File: src/rtl/serial_rx_buffered_pkg.sv
// Shared types and frame constants for the clock-forwarded serial receiver.
// Imported by the interface, the FIFO and the top level.
package serial_rx_buffered_pkg;

   typedef enum logic [1:0] {
      IDLE = 2'd0,
      DATA = 2'd1,
      PAR  = 2'd2
   } rx_state_e;

   localparam logic        START_BIT = 1'b1;
   localparam int unsigned DATA_BITS = 8;

   typedef logic [DATA_BITS-1:0] byte_t;

   // Occupancy counter must represent 0..DEPTH inclusive.
   function automatic int unsigned count_width(input int unsigned depth);
      return $clog2(depth) + 1;
   endfunction

endpackage

File: src/rtl/serial_rx_buffered_if.sv
// Byte-stream handshake between the receiver FIFO head and its consumer.
// master = receiver side, slave = consumer side.
interface serial_rx_buffered_if #(
   parameter int unsigned DEPTH = 4
);
   import serial_rx_buffered_pkg::*;

   byte_t                           PDout;
   logic                            PDvalid;
   logic                            PDaccept;
   logic [count_width(DEPTH)-1:0]   Count;

   modport master (
      output PDout,
      output PDvalid,
      output Count,
      input  PDaccept
   );

   modport slave (
      input  PDout,
      input  PDvalid,
      input  Count,
      output PDaccept
   );

endinterface

File: src/rtl/serial_rx_fifo.sv
// Small byte FIFO with occupancy count; full/empty derive from the count so
// the naturally wrapping pointers never need an extra lap bit.
module serial_rx_fifo
   import serial_rx_buffered_pkg::*;
#(
   parameter int unsigned DEPTH = 4
) (
   input  logic                          Clk,
   input  logic                          Rst,
   input  logic                          wr_en,
   input  byte_t                         wr_data,
   input  logic                          rd_en,
   output byte_t                         rd_data,
   output logic [count_width(DEPTH)-1:0] count,
   output logic                          full,
   output logic                          empty
);

   localparam int unsigned PTR_W = $clog2(DEPTH);
   localparam int unsigned CNT_W = count_width(DEPTH);

   byte_t             mem_q [DEPTH];
   logic [PTR_W-1:0]  wr_ptr_q;
   logic [PTR_W-1:0]  rd_ptr_q;
   logic [CNT_W-1:0]  count_q;
   logic              do_wr;
   logic              do_rd;

   assign full  = (count_q == CNT_W'(DEPTH));
   assign empty = (count_q == '0);

   // A write into a full FIFO is allowed when the head leaves on the same edge.
   assign do_rd = rd_en & ~empty;
   assign do_wr = wr_en & (~full | do_rd);

   always_ff @(posedge Clk or posedge Rst) begin
      if (Rst) begin
         wr_ptr_q <= '0;
         rd_ptr_q <= '0;
         count_q  <= '0;
      end else begin
         if (do_wr) wr_ptr_q <= wr_ptr_q + PTR_W'(1);
         if (do_rd) rd_ptr_q <= rd_ptr_q + PTR_W'(1);
         case ({do_wr, do_rd})
            2'b10:   count_q <= count_q + CNT_W'(1);
            2'b01:   count_q <= count_q - CNT_W'(1);
            default: count_q <= count_q;
         endcase
      end
   end

   always_ff @(posedge Clk) begin
      if (do_wr) mem_q[wr_ptr_q] <= wr_data;
   end

   assign rd_data = empty ? '0 : mem_q[rd_ptr_q];
   assign count   = count_q;

endmodule

File: src/rtl/serial_rx_buffered.sv
// Serial receiver: start-bit detect, MSB-first byte assembly with optional
// even parity, and a FIFO-buffered valid/accept output.
module serial_rx_buffered
   import serial_rx_buffered_pkg::*;
#(
   parameter int unsigned DEPTH     = 4,
   parameter bit          PARITY_EN = 1'b0
) (
   input  logic                  Clk,
   input  logic                  Rst,
   input  logic                  SDin,
   serial_rx_buffered_if.master  out_if,
   output logic                  Overrun,
   output logic                  ParErr
);

   localparam int unsigned CNT_W = count_width(DEPTH);

   rx_state_e   state_q, state_d;
   logic [2:0]  bitcnt_q, bitcnt_d;
   byte_t       shift_q, shift_d;
   logic        overrun_q, overrun_d;
   logic        parerr_q, parerr_d;

   logic        wr_en;
   byte_t       wr_data;
   logic        rd_en;
   byte_t       rd_data;
   logic [CNT_W-1:0] fifo_count;
   logic        fifo_full;
   logic        fifo_empty;

   always_ff @(posedge Clk or posedge Rst) begin
      if (Rst) begin
         state_q   <= IDLE;
         bitcnt_q  <= '0;
         shift_q   <= '0;
         overrun_q <= 1'b0;
         parerr_q  <= 1'b0;
      end else begin
         state_q   <= state_d;
         bitcnt_q  <= bitcnt_d;
         shift_q   <= shift_d;
         overrun_q <= overrun_d;
         parerr_q  <= parerr_d;
      end
   end

   always_comb begin
      state_d  = state_q;
      bitcnt_d = bitcnt_q;
      shift_d  = shift_q;
      wr_en    = 1'b0;
      wr_data  = shift_q;
      parerr_d = 1'b0;

      case (state_q)
         IDLE: begin
            if (SDin == START_BIT) begin
               state_d  = DATA;
               bitcnt_d = '0;
            end
         end
         DATA: begin
            shift_d  = {shift_q[DATA_BITS-2:0], SDin};
            bitcnt_d = bitcnt_q + 3'd1;
            if (bitcnt_q == 3'(DATA_BITS - 1)) begin
               if (PARITY_EN) begin
                  state_d = PAR;
               end else begin
                  // The pushed byte includes the bit sampled on this edge.
                  wr_en   = 1'b1;
                  wr_data = shift_d;
                  state_d = IDLE;
               end
            end
         end
         PAR: begin
            state_d = IDLE;
            if (^{shift_q, SDin}) parerr_d = 1'b1;
            else                  wr_en    = 1'b1;
         end
         default: state_d = IDLE;
      endcase
   end

   assign rd_en     = out_if.PDaccept & ~fifo_empty;
   assign overrun_d = wr_en & fifo_full & ~rd_en;

   serial_rx_fifo #(
      .DEPTH (DEPTH)
   ) u_fifo (
      .Clk     (Clk),
      .Rst     (Rst),
      .wr_en   (wr_en),
      .wr_data (wr_data),
      .rd_en   (rd_en),
      .rd_data (rd_data),
      .count   (fifo_count),
      .full    (fifo_full),
      .empty   (fifo_empty)
   );

   assign out_if.PDout   = rd_data;
   assign out_if.PDvalid = ~fifo_empty;
   assign out_if.Count   = fifo_count;
   assign Overrun        = overrun_q;
   assign ParErr         = parerr_q;

endmodule

File: src/flat_wrapper.sv
// flat-port wrapper written by rule: the top's interface ports become plain ports
module serial_rx_buffered_flat import serial_rx_buffered_pkg::*;
#(
   parameter int unsigned DEPTH     = 4,
   parameter bit          PARITY_EN = 1'b0
)
  (Clk, Rst, SDin, Overrun, ParErr, out_if_PDout, out_if_PDvalid, out_if_Count, out_if_PDaccept);
  serial_rx_buffered_if #(.DEPTH(DEPTH)) out_if_i ();
  input  logic Clk;
  input  logic Rst;
  input  logic SDin;
  output logic Overrun;
  output logic ParErr;
  output wire logic [$bits(out_if_i.PDout)-1:0] out_if_PDout;
  output wire logic [$bits(out_if_i.PDvalid)-1:0] out_if_PDvalid;
  output wire logic [$bits(out_if_i.Count)-1:0] out_if_Count;
  input wire logic [$bits(out_if_i.PDaccept)-1:0] out_if_PDaccept;
  assign out_if_PDout = out_if_i.PDout;
  assign out_if_PDvalid = out_if_i.PDvalid;
  assign out_if_Count = out_if_i.Count;
  assign out_if_i.PDaccept = out_if_PDaccept;
  serial_rx_buffered #(.DEPTH(DEPTH), .PARITY_EN(PARITY_EN)) u_core (.Clk(Clk), .Rst(Rst), .SDin(SDin), .out_if(out_if_i), .Overrun(Overrun), .ParErr(ParErr));
endmodule
File: config.mk
export PLATFORM = sky130hd
export DESIGN_NAME = serial_rx_buffered_flat
export DESIGN_NICKNAME = d
export VERILOG_FILES = /design/src/rtl/serial_rx_buffered_pkg.sv /design/src/rtl/serial_rx_buffered_if.sv /design/src/rtl/serial_rx_fifo.sv /design/src/rtl/serial_rx_buffered.sv /design/src/flat_wrapper.sv
export SDC_FILE = /design/constraint.sdc
export NUM_CORES = 1
export LEC_CHECK = 0
export ABC_AREA = 1
export CORE_UTILIZATION = 50
export CTS_CLUSTER_SIZE = 40
export DETAILED_ROUTE_END_ITERATION = 16
export GPL_TIMING_DRIVEN = 0
export PLACE_DENSITY_LB_ADDON = 0.15
export SETUP_SLACK_MARGIN = 0.05
export SYNTH_ARGS = -nofsm -noshare
export SYNTH_HDL_FRONTEND = slang
export SYNTH_SLANG_ARGS = --single-unit
File: constraint.sdc
create_clock -name Clk -period 2.3 [get_ports Clk]
set_clock_uncertainty 0.2 [all_clocks]
set_input_delay 0.46 -clock Clk [delete_from_list [all_inputs] [get_ports Clk]]
set_output_delay 0.46 -clock Clk [all_outputs]
set_load 0.05 [all_outputs]
; ---- Word-level counts from Yosys, hierarchy flattened
; Memories as Yosys holds them, arrays and structs flattened.
; Index checks and enable logic that the tools add are counted.
[totals]
ff_bits = 22
mem_bits_rw = 32
in_bits = 4
word_cells = 54
n_memories = 1
[op_classes]
n_addsub = 5
n_eq_ne = 8
n_mux = 16
bitwise = 9
reduce_logical = 7
[memory_table]
columns = memory, words, width, read_ports, rd_clocked_by_memory_dff, write_ports, line
row1 = u_core.u_fifo.mem_q, 4, 8, 1, 0, 1, serial_rx_fifo.sv:22  ; byte_t mem_q [DEPTH];
[ops]
columns = op, count
row1 = 8-bit 2-to-1 mux, 3
row2 = 3-bit case mux with 2 select lines, 2
row3 = 9-bit XOR reduction, 1
row4 = "3-bit by 1-bit adder with 3-bit output, second input constant", 2
row5 = "3-bit == test, second input constant", 2
row6 = 1-bit 2-to-1 mux, 6
row7 = 1-bit AND, 5
row8 = "2-bit by 1-bit adder with 2-bit output, second input constant", 2
row9 = "2-bit by 1-bit == test with 1-bit output, second input constant", 2
row10 = "2-bit == test, second input constant", 2
row11 = 2-bit 2-to-1 mux, 2
row12 = 2-bit case mux with 2 select lines, 1
row13 = 2-bit AND reduction, 2
row14 = 2-bit nonzero test, 2
row15 = 3-bit zero test, 1
row16 = 3-bit 2-to-1 mux, 1
row17 = 1-bit NOT, 3
row18 = "3-bit by 1-bit subtractor with 3-bit output, second input constant", 1
row19 = 2-bit zero test, 1
row20 = "2-bit by 1-bit inequality test with 1-bit output, second input constant", 1
row21 = "2-bit inequality test, second input constant", 1
row22 = 1-bit case mux with 2 select lines, 1
row23 = 1-bit OR, 1

; ---- Depth between registers and ports, before layout
; Gate-level depths: netlist of the first run.
[logic_depth]
word_depth = 8
depth_mapped = 11
ltp_nobuf = 11

; ---- Modules after synthesis
; Synthesis of the first run repeated with hierarchy kept, for this count alone.
[unflattened]
cells_unflattened = 275
hier_area_um2 = 2517.4
[by_module_without_submodules]
columns = mod, n_inst, cells_per_inst, area_per_inst_um2
row1 = serial_rx_fifo, 1, 186, 1840.5
row2 = serial_rx_buffered, 1, 89, 676.9

; ---- Least setup slack after synthesis of the first run
; Ideal clock, no wire load.
[synth_path]
path_kind = reg2out
from = register u_core.u_fifo.count_q[2] (netlist: u_core.u_fifo.count[2])
to = output port out_if_PDout[0]
arrival_ps = 2040
required_ps = 1640
setup_slack_ps = -400
stages_incl_launch_ff = 5
path_cell_list = dfrtp_1 inv_1 nand2_2 inv_1 a21oi_1
[synth_between]
elab_chain_len = 2
[synth_rtl]
columns = element, line
row1 = from (decl), serial_rx_fifo.sv:25  ; logic [CNT_W-1:0] count_q;
row2 = from (signal assigned), serial_rx_fifo.sv:45  ; 2'b10: count_q <= count_q + CNT_W'(1);
row3 = from (signal assigned), serial_rx_fifo.sv:46  ; 2'b01: count_q <= count_q - CNT_W'(1);
row4 = from (signal assigned), serial_rx_fifo.sv:47  ; default: count_q <= count_q;
row5 = 3-bit zero test, serial_rx_fifo.sv:30  ; assign empty = (count_q == '0);
row6 = 8-bit 2-to-1 mux, serial_rx_fifo.sv:56  ; assign rd_data = empty ? '0 : mem_q[rd_ptr_q];
row7 = to (decl), flat_wrapper.sv:14  ; output wire logic [$bits(out_if_i.PDout)-1:0] out_if_PDout;
; No other way between the ends.

; ---- Worst setup path in the final report of the first run
[layout_path]
from = register u_core.u_fifo.rd_ptr_q[1]
to = output port out_if_PDout[4]
[layout_between]
elab_chain_len = 2
[layout_rtl]
columns = element, line
row1 = from (decl), serial_rx_fifo.sv:24  ; logic [PTR_W-1:0] rd_ptr_q;
row2 = from (signal assigned), serial_rx_fifo.sv:43  ; if (do_rd) rd_ptr_q <= rd_ptr_q + PTR_W'(1);
row3 = memory read 4 x 8 bit, -
row4 = 8-bit 2-to-1 mux, serial_rx_fifo.sv:56
; No other way between the ends.

==> impl_metrics.env, run 1 <==
export IMPL_antenna_found_initial=0
export IMPL_synth_simple_area_share_pct=14.0
export IMPL_crit_path_frequent_cell="buf_6"
export IMPL_synth_seq_cells=52
export IMPL_syn_nets=228
export IMPL_layout_drive_gt1_share_pct=24.5
export IMPL_postRouteWirelength_microns=3900
export IMPL_synth_top_area_share_pct=42.1
export IMPL_nets=255
export IMPL_numCtsBuffers=5
export IMPL_place_area_sq_mm=0.00261
export IMPL_cp_num_buf_inv=3
export IMPL_met2_usage_pct=29.9
export IMPL_rsz0062_at_grt="yes"
export IMPL_setup_viol=0
export IMPL_synth_top_cells_by_count="44 x nor2_1, 32 x edfxtp_1, 23 x nand2_1"
export IMPL_clkSinkCount=52
export IMPL_grt_max_degree=21
export IMPL_cap_violations=0
export IMPL_grt_pass1_vias=1445
export IMPL_yosys_area_top_type="edfxtp_1"
export IMPL_synth_compound_area_share_pct=10.4
export IMPL_fp_dieArea_sq_mm=0.00484
export IMPL_finalCritPeriodShare_pct=95.9
export IMPL_endpoint_kind="primary output"
export IMPL_port_buffers=16
export IMPL_synth_seq_area_share_pct=64.0
export IMPL_syn2layout_area_growth_pct=23.2
export IMPL_cts_tree="done"
export IMPL_min_path_type="flip-flop to flip-flop"
export IMPL_routed_via_density=4.87
export IMPL_outcome="finished, final reports clean"
export IMPL_io_pins=18
export IMPL_synth_top_family_by_area="simple AND/OR/NAND/NOR gates"
export IMPL_relSlewSlack_pct=49.1
export IMPL_grt_use_met3_pct=3.05
export IMPL_antenna_left=0
export IMPL_hold_buffers=0
export IMPL_tightest_slew_ns=0.763
export IMPL_synth_edf_count=32
export IMPL_grt_remaining_overflow=0
export IMPL_fin_tns_setup_ns=0
export IMPL_cts_max_path_buffers=2
export IMPL_grtUsageMet1_pct=24.2
export IMPL_synth_mux_area_share_pct=0
export IMPL_die_w_microns=69.6
export IMPL_ys_flop_type="edfxtp_1"
export IMPL_synth_most_common_cell="nor2_1"
export IMPL_yosysUniqueCellTypes=22
export IMPL_num_rows=24
export IMPL_syn_avg_cell_area_sq_um=10.5
export IMPL_cp_startpoint="u_core.u_fifo.rd_ptr_q[1]"
export IMPL_post_place_ws_ns=-0.362
export IMPL_crit_chain="buf_6 -> clkinvlp_4 -> nor2_1 -> o21ai_1 -> a21oi_4 -> buf_6"
export IMPL_synthArstFlopShare_pct=38.5
export IMPL_cp_data_arrival_time_ns=1.54
export IMPL_finalWorstSetupSlack_ns=0.0954
export IMPL_syn_area_sq_mm=0.00228
export IMPL_num_vias=1446
export IMPL_yosys_warnings=0
export IMPL_synth_xor_area_share_pct=1.15
export IMPL_slowest_stage="dfrtp_1"
export IMPL_final_area_sq_mm=0.00281
export IMPL_drt_pre_antenna_iters=4
export IMPL_fin_crit_ns=2.20
export IMPL_clk_insertion_delay_late_ns=0.30
export IMPL_die_height_microns=69.6
export IMPL_htreeDepth=2
export IMPL_hold_viol=0
export IMPL_cp_slowest_stage_delay_ns=0.35
export IMPL_dp_hpwl_microns=2680
export IMPL_netlist_instances=217
export IMPL_wire_per_inst_microns=13.1
export IMPL_fmax_mhz=454
export IMPL_grt_pass1_wl_microns=6670
export IMPL_yosys_top_cells_area="edfxtp_1 42%, dfrtp_1 22%, nor2_1 7.2%, nand2_1 3.8%, o21ai_1 3.7%"
export IMPL_final_util_pct=64.2
export IMPL_clock_root_buffer="clkbuf_8"
export IMPL_path_class="flip-flop to primary output"
export IMPL_core_sq_mm=0.00438
export IMPL_n_antenna_cell=0
export IMPL_top_usage_layer="met2"
export IMPL_path_max_fanout=8
export IMPL_gp_congestion=0.719
export IMPL_cp_data_required_time_ns=1.64
export IMPL_drt_iter0_drc=129
export IMPL_initial_core_util_pct=52.1
export IMPL_synthAdderAreaFrac_pct=4.17
export IMPL_reg2reg_from="u_core.bitcnt_q[0]"
export IMPL_final_max_slew_viol_count=0
export IMPL_drc_errors=0
export IMPL_track_usage_pct=18.2
export IMPL_start_kind="flip-flop"
export IMPL_cts_reportedPaths_clkPinSlew_ns=0.09
export IMPL_min_from="u_core.shift_q[1]"
export IMPL_cp_top_family="buffers and inverters"
==> cells in the final DEF, fill, tap and decap left out, types with 8 or more instances in the layout <==
| cell type | count |
|---|---|
| a21oi_4 | 8 |
| buf_6 | 10 |
| dfrtp_1 | 17 |
| edfxtp_1 | 32 |
| inv_1 | 19 |
| nand2_1 | 23 |
| nor2_1 | 38 |
| o21ai_0 | 13 |
| o21ai_1 | 17 |
==> worst min-delay path: cells and delay by family, from the launching register on <==
| kind | cells | cell delay [ns] |
|---|---|---|
| DFF | 1 | 0.35 |
| and+or+nand+nor | 1 | 0.05 |
| AOI/OAI and AO/OA | 1 | 0.07 |
==> repair_timing <==
action,in CTS,in global routing
pin swaps,0,7
setup endpoints to repair,25,41
buffers inserted,2,2
gates resized for setup,59,21
==> logic make-up (layout without fill, tap and decap cells) <==
family | Yosys count | in the layout
fa+ha+maj | 7 | 7
xor+xnor | 3 | 3
flops | 52 | 52
simple gates | 76 | 76
buf+inv | 32 | 60
other cells | 1 | 1
compound gates | 46 | 46
==> cell type report <==
class | instances | area [sq um]
Clock inverter | 2 | 16.3
Buffer | 8 | 76.3
Sequential cell | 52 | 1470
Timing Repair Buffer | 20 | 211
Tap cell | 52 | 65.1
Fill cell | 357 | 1570
Multi-Input combinational cell | 133 | 806
Clock buffer | 6 | 72.6
Inverter | 24 | 100
==> flip-flops by register name, indices dropped and copies added (netlist names) <==
name and count:
u_core.u_fifo.wr_ptr_q 2, u_core.u_fifo.count 3, u_core.u_fifo.rd_ptr_q 2, u_core.Overrun 1, u_core.state_q 1, u_core.bitcnt_q 3, u_core.u_fifo.mem_q 32, u_core.shift_q 8
==> per-layer routing <==
layer  part of all wire [%]  routed length, microns
met3                    2.9                     115
met1                     44                    1720
met5                      0                       0
met4                    1.7                      66
met2                     51                    1990
==> metrics by stage <==
stage                     instances  hold WS, ns
final                           297        0.300
after global routing            297        0.322
after CTS                       295        0.299
after detailed placement        285        0.277
after global placement          285        0.275
after floorplan                 217        0.224
==> path summary, 6_finish.rpt <==
check                                            endpoint  slack [ns]  cells after the start
min in group asynchronous       u_core.u_fifo.rd_ptr_q[0]        0.40                      2
max in group asynchronous          u_core.u_fifo.count[0]        0.98                      2
worst min-delay path                    u_core.shift_q[2]        0.30                      2
worst min register to register          u_core.shift_q[2]        0.30                      2
worst max-delay path                      out_if_PDout[4]         0.1                      6
worst max register to register  u_core.u_fifo.mem_q[0][1]        0.26                      6
Power of run 1 is left out: the tool's default activity adds up to more than one toggle a clock period on the data nets, which glitch-free logic cannot reach.
==> run 2, diff against run 1 <==
MAX_ROUTING_LAYER = met4   (was default)
==> run 2 against run 1 <==
Maximum frequency down 0.28%. Sequential share of layout area did not move. Critical path depth unchanged. Critical endpoint unchanged. Largest cell class unchanged. Highest routed layer unchanged.
==> impl_metrics.env, run 2 (same netlist as run 1, synthesis figures left out) <==
export IMPL_endpoint_kind="primary output"
export IMPL_num_rows=24
export IMPL_hold_path_end="u_core.shift_q[2]"
export IMPL_largest_reg_flops=32
export IMPL_r2r_slack_ns=0.26
export IMPL_cp_slowest_stage_delay_ns=0.35
export IMPL_routed_via_density=4.90
export IMPL_postRouteWirelength_microns=3910
export IMPL_min_from="u_core.shift_q[1]"
export IMPL_outcome="finished, final reports clean"
export IMPL_track_usage_pct=18.8
export IMPL_reg2reg_from="u_core.bitcnt_q[0]"
export IMPL_grt_max_degree=21
export IMPL_final_max_slew_viol_count=0
export IMPL_layout_commonest_cell="nor2_1"
export IMPL_start_kind="flip-flop"
export IMPL_clk_insertion_delay_late_ns=0.30
export IMPL_rsz0062_at_grt="yes"
export IMPL_final_cells=297
export IMPL_cts_reportedPaths_clkPinSlew_ns=0.09
export IMPL_min_path_type="flip-flop to flip-flop"
export IMPL_cp_data_arrival_time_ns=1.55
export IMPL_seqCellArea_sq_mm=0.00147
export IMPL_die_height_microns=69.6
export IMPL_largest_registers="u_core.u_fifo.mem_q: 32 flops, u_core.shift_q: 8 flops"
export IMPL_n_antenna_cell=0
export IMPL_drt_iter0_drc=118
export IMPL_post_place_ws_ns=-0.362
export IMPL_grt_pass1_vias=1443
export IMPL_placedCellCount=285
export IMPL_hold_viol=0
export IMPL_cts_tree="done"
export IMPL_wire_per_inst_microns=13.2
export IMPL_relSlewSlack_pct=49.0
export IMPL_gp_congestion=0.728
export IMPL_numCtsBuffers=5
export IMPL_clock_root_buffer="clkbuf_8"
export IMPL_place_area_sq_mm=0.00261
export IMPL_cp_data_required_time_ns=1.64
export IMPL_initial_core_util_pct=52.1
export IMPL_io_pins=18
export IMPL_grt_remaining_overflow=0
export IMPL_die_w_microns=69.6
export IMPL_final_area_sq_mm=0.00281
export IMPL_multi_input_area_sq_um=806
export IMPL_min_path_cells=2
export IMPL_slowest_stage="dfrtp_1"
export IMPL_cap_violations=0
export IMPL_setup_viol=0
export IMPL_path_class="flip-flop to primary output"
export IMPL_whs_ns=0.301
export IMPL_fp_dieArea_sq_mm=0.00484
export IMPL_fmax_mhz=452
export IMPL_finalWorstSetupSlack_ns=0.0892
export IMPL_port_buffers=16
export IMPL_core_sq_mm=0.00438
export IMPL_grt_pass1_wl_microns=6670
export IMPL_syn2layout_area_growth_pct=23.2
export IMPL_dp_hpwl_microns=2680
export IMPL_crit_path_frequent_cell="buf_6"
export IMPL_timing_rr_end="u_core.u_fifo.mem_q[0][1]"
export IMPL_clkSinkCount=52
export IMPL_tightest_slew_ns=0.765
export IMPL_finalCritPeriodShare_pct=96.1
export IMPL_cts_max_path_buffers=2
export IMPL_layout_drive_gt1_share_pct=24.5
export IMPL_final_cell_mix="38 x nor2_1, 32 x edfxtp_1, 23 x nand2_1"
export IMPL_reg2regPathDepth=6
export IMPL_num_vias=1454
export IMPL_hold_buffers=0
export IMPL_path_max_fanout=8
export IMPL_drc_errors=0
export IMPL_antenna_left=0
export IMPL_crit_chain="buf_6 -> clkinvlp_4 -> nor2_1 -> o21ai_1 -> a21oi_4 -> buf_6"
export IMPL_fin_crit_ns=2.21
export IMPL_fillCellCount=357
export IMPL_antenna_found_initial=0
export IMPL_htreeDepth=2
export IMPL_drt_pre_antenna_iters=4
export IMPL_nets=255
export IMPL_top_register="u_core.u_fifo.mem_q"
## run 2: per-layer routing
| metal | track usage (%) | share of wire (%) | vias up | routed length, microns |
|---|---|---|---|---|
| met2 | 29.7 | 51 | 22 | 1990 |
| li1 | - | - | 763 | - |
| met3 | 3.05 | 2.3 | 7 | 91 |
| met1 | 24.5 | 45 | 662 | 1770 |
| met5 | - | 0 | - | 0 |
| met4 | 7.48 | 1.5 | 0 | 59 |
## run 2: worst max-delay path by stage
| stage | slack [ns] | start | to |
|---|---|---|---|
| floorplan | 0.05 | u_core.u_fifo.count[0] | out_if_PDout[0] |
| global placement | -0.35 | u_core.u_fifo.rd_ptr_q[0] | out_if_PDout[7] |
| detailed placement | -0.36 | u_core.u_fifo.rd_ptr_q[0] | out_if_PDout[5] |
| CTS | 0.02 | u_core.bitcnt_q[0] | u_core.u_fifo.mem_q[0][3] |
| global route | 0.02 | u_core.u_fifo.rd_ptr_q[0] | out_if_PDout[5] |
| finish | 0.09 | u_core.u_fifo.rd_ptr_q[1] | out_if_PDout[4] |
## run 2: timing repair
action                                 4_1_cts  5_1_grt
gates resized for setup                     59       21
pin swaps                                    0        7
setup buffers                                2        2
endpoints found under the hold margin        0        0
setup endpoints to repair                   25       41
## run 2: worst max-delay path, delay by kind of cell (launching register included)
family	cells	cell delay, ns
AOI/OAI and AO/OA	2	0.25
buffers and inverters	3	0.51
DFF	1	0.35
and+or+nand+nor	1	0.15
## run 2: stage by stage
stage          util (%)  TNS [ns]
4_1_cts            62.2         0
3_5_place_dp       59.5    -10.69
5_1_grt            64.2         0
6_report           64.2         0
3_3_place_gp       59.5    -10.73
2_1_floorplan         -         0
## run 2: layout make-up
cell class / count / share of cell area [%]
Clock inverter: 2 / 0.578
Buffer: 8 / 2.71
Tap cell: 52 / 2.31
Clock buffer: 6 / 2.58
Inverter: 24 / 3.56
Timing Repair Buffer: 20 / 7.52
Sequential cell: 52 / 52.1
Multi-Input combinational cell: 133 / 28.6
Power of run 2 is left out for the same reason.
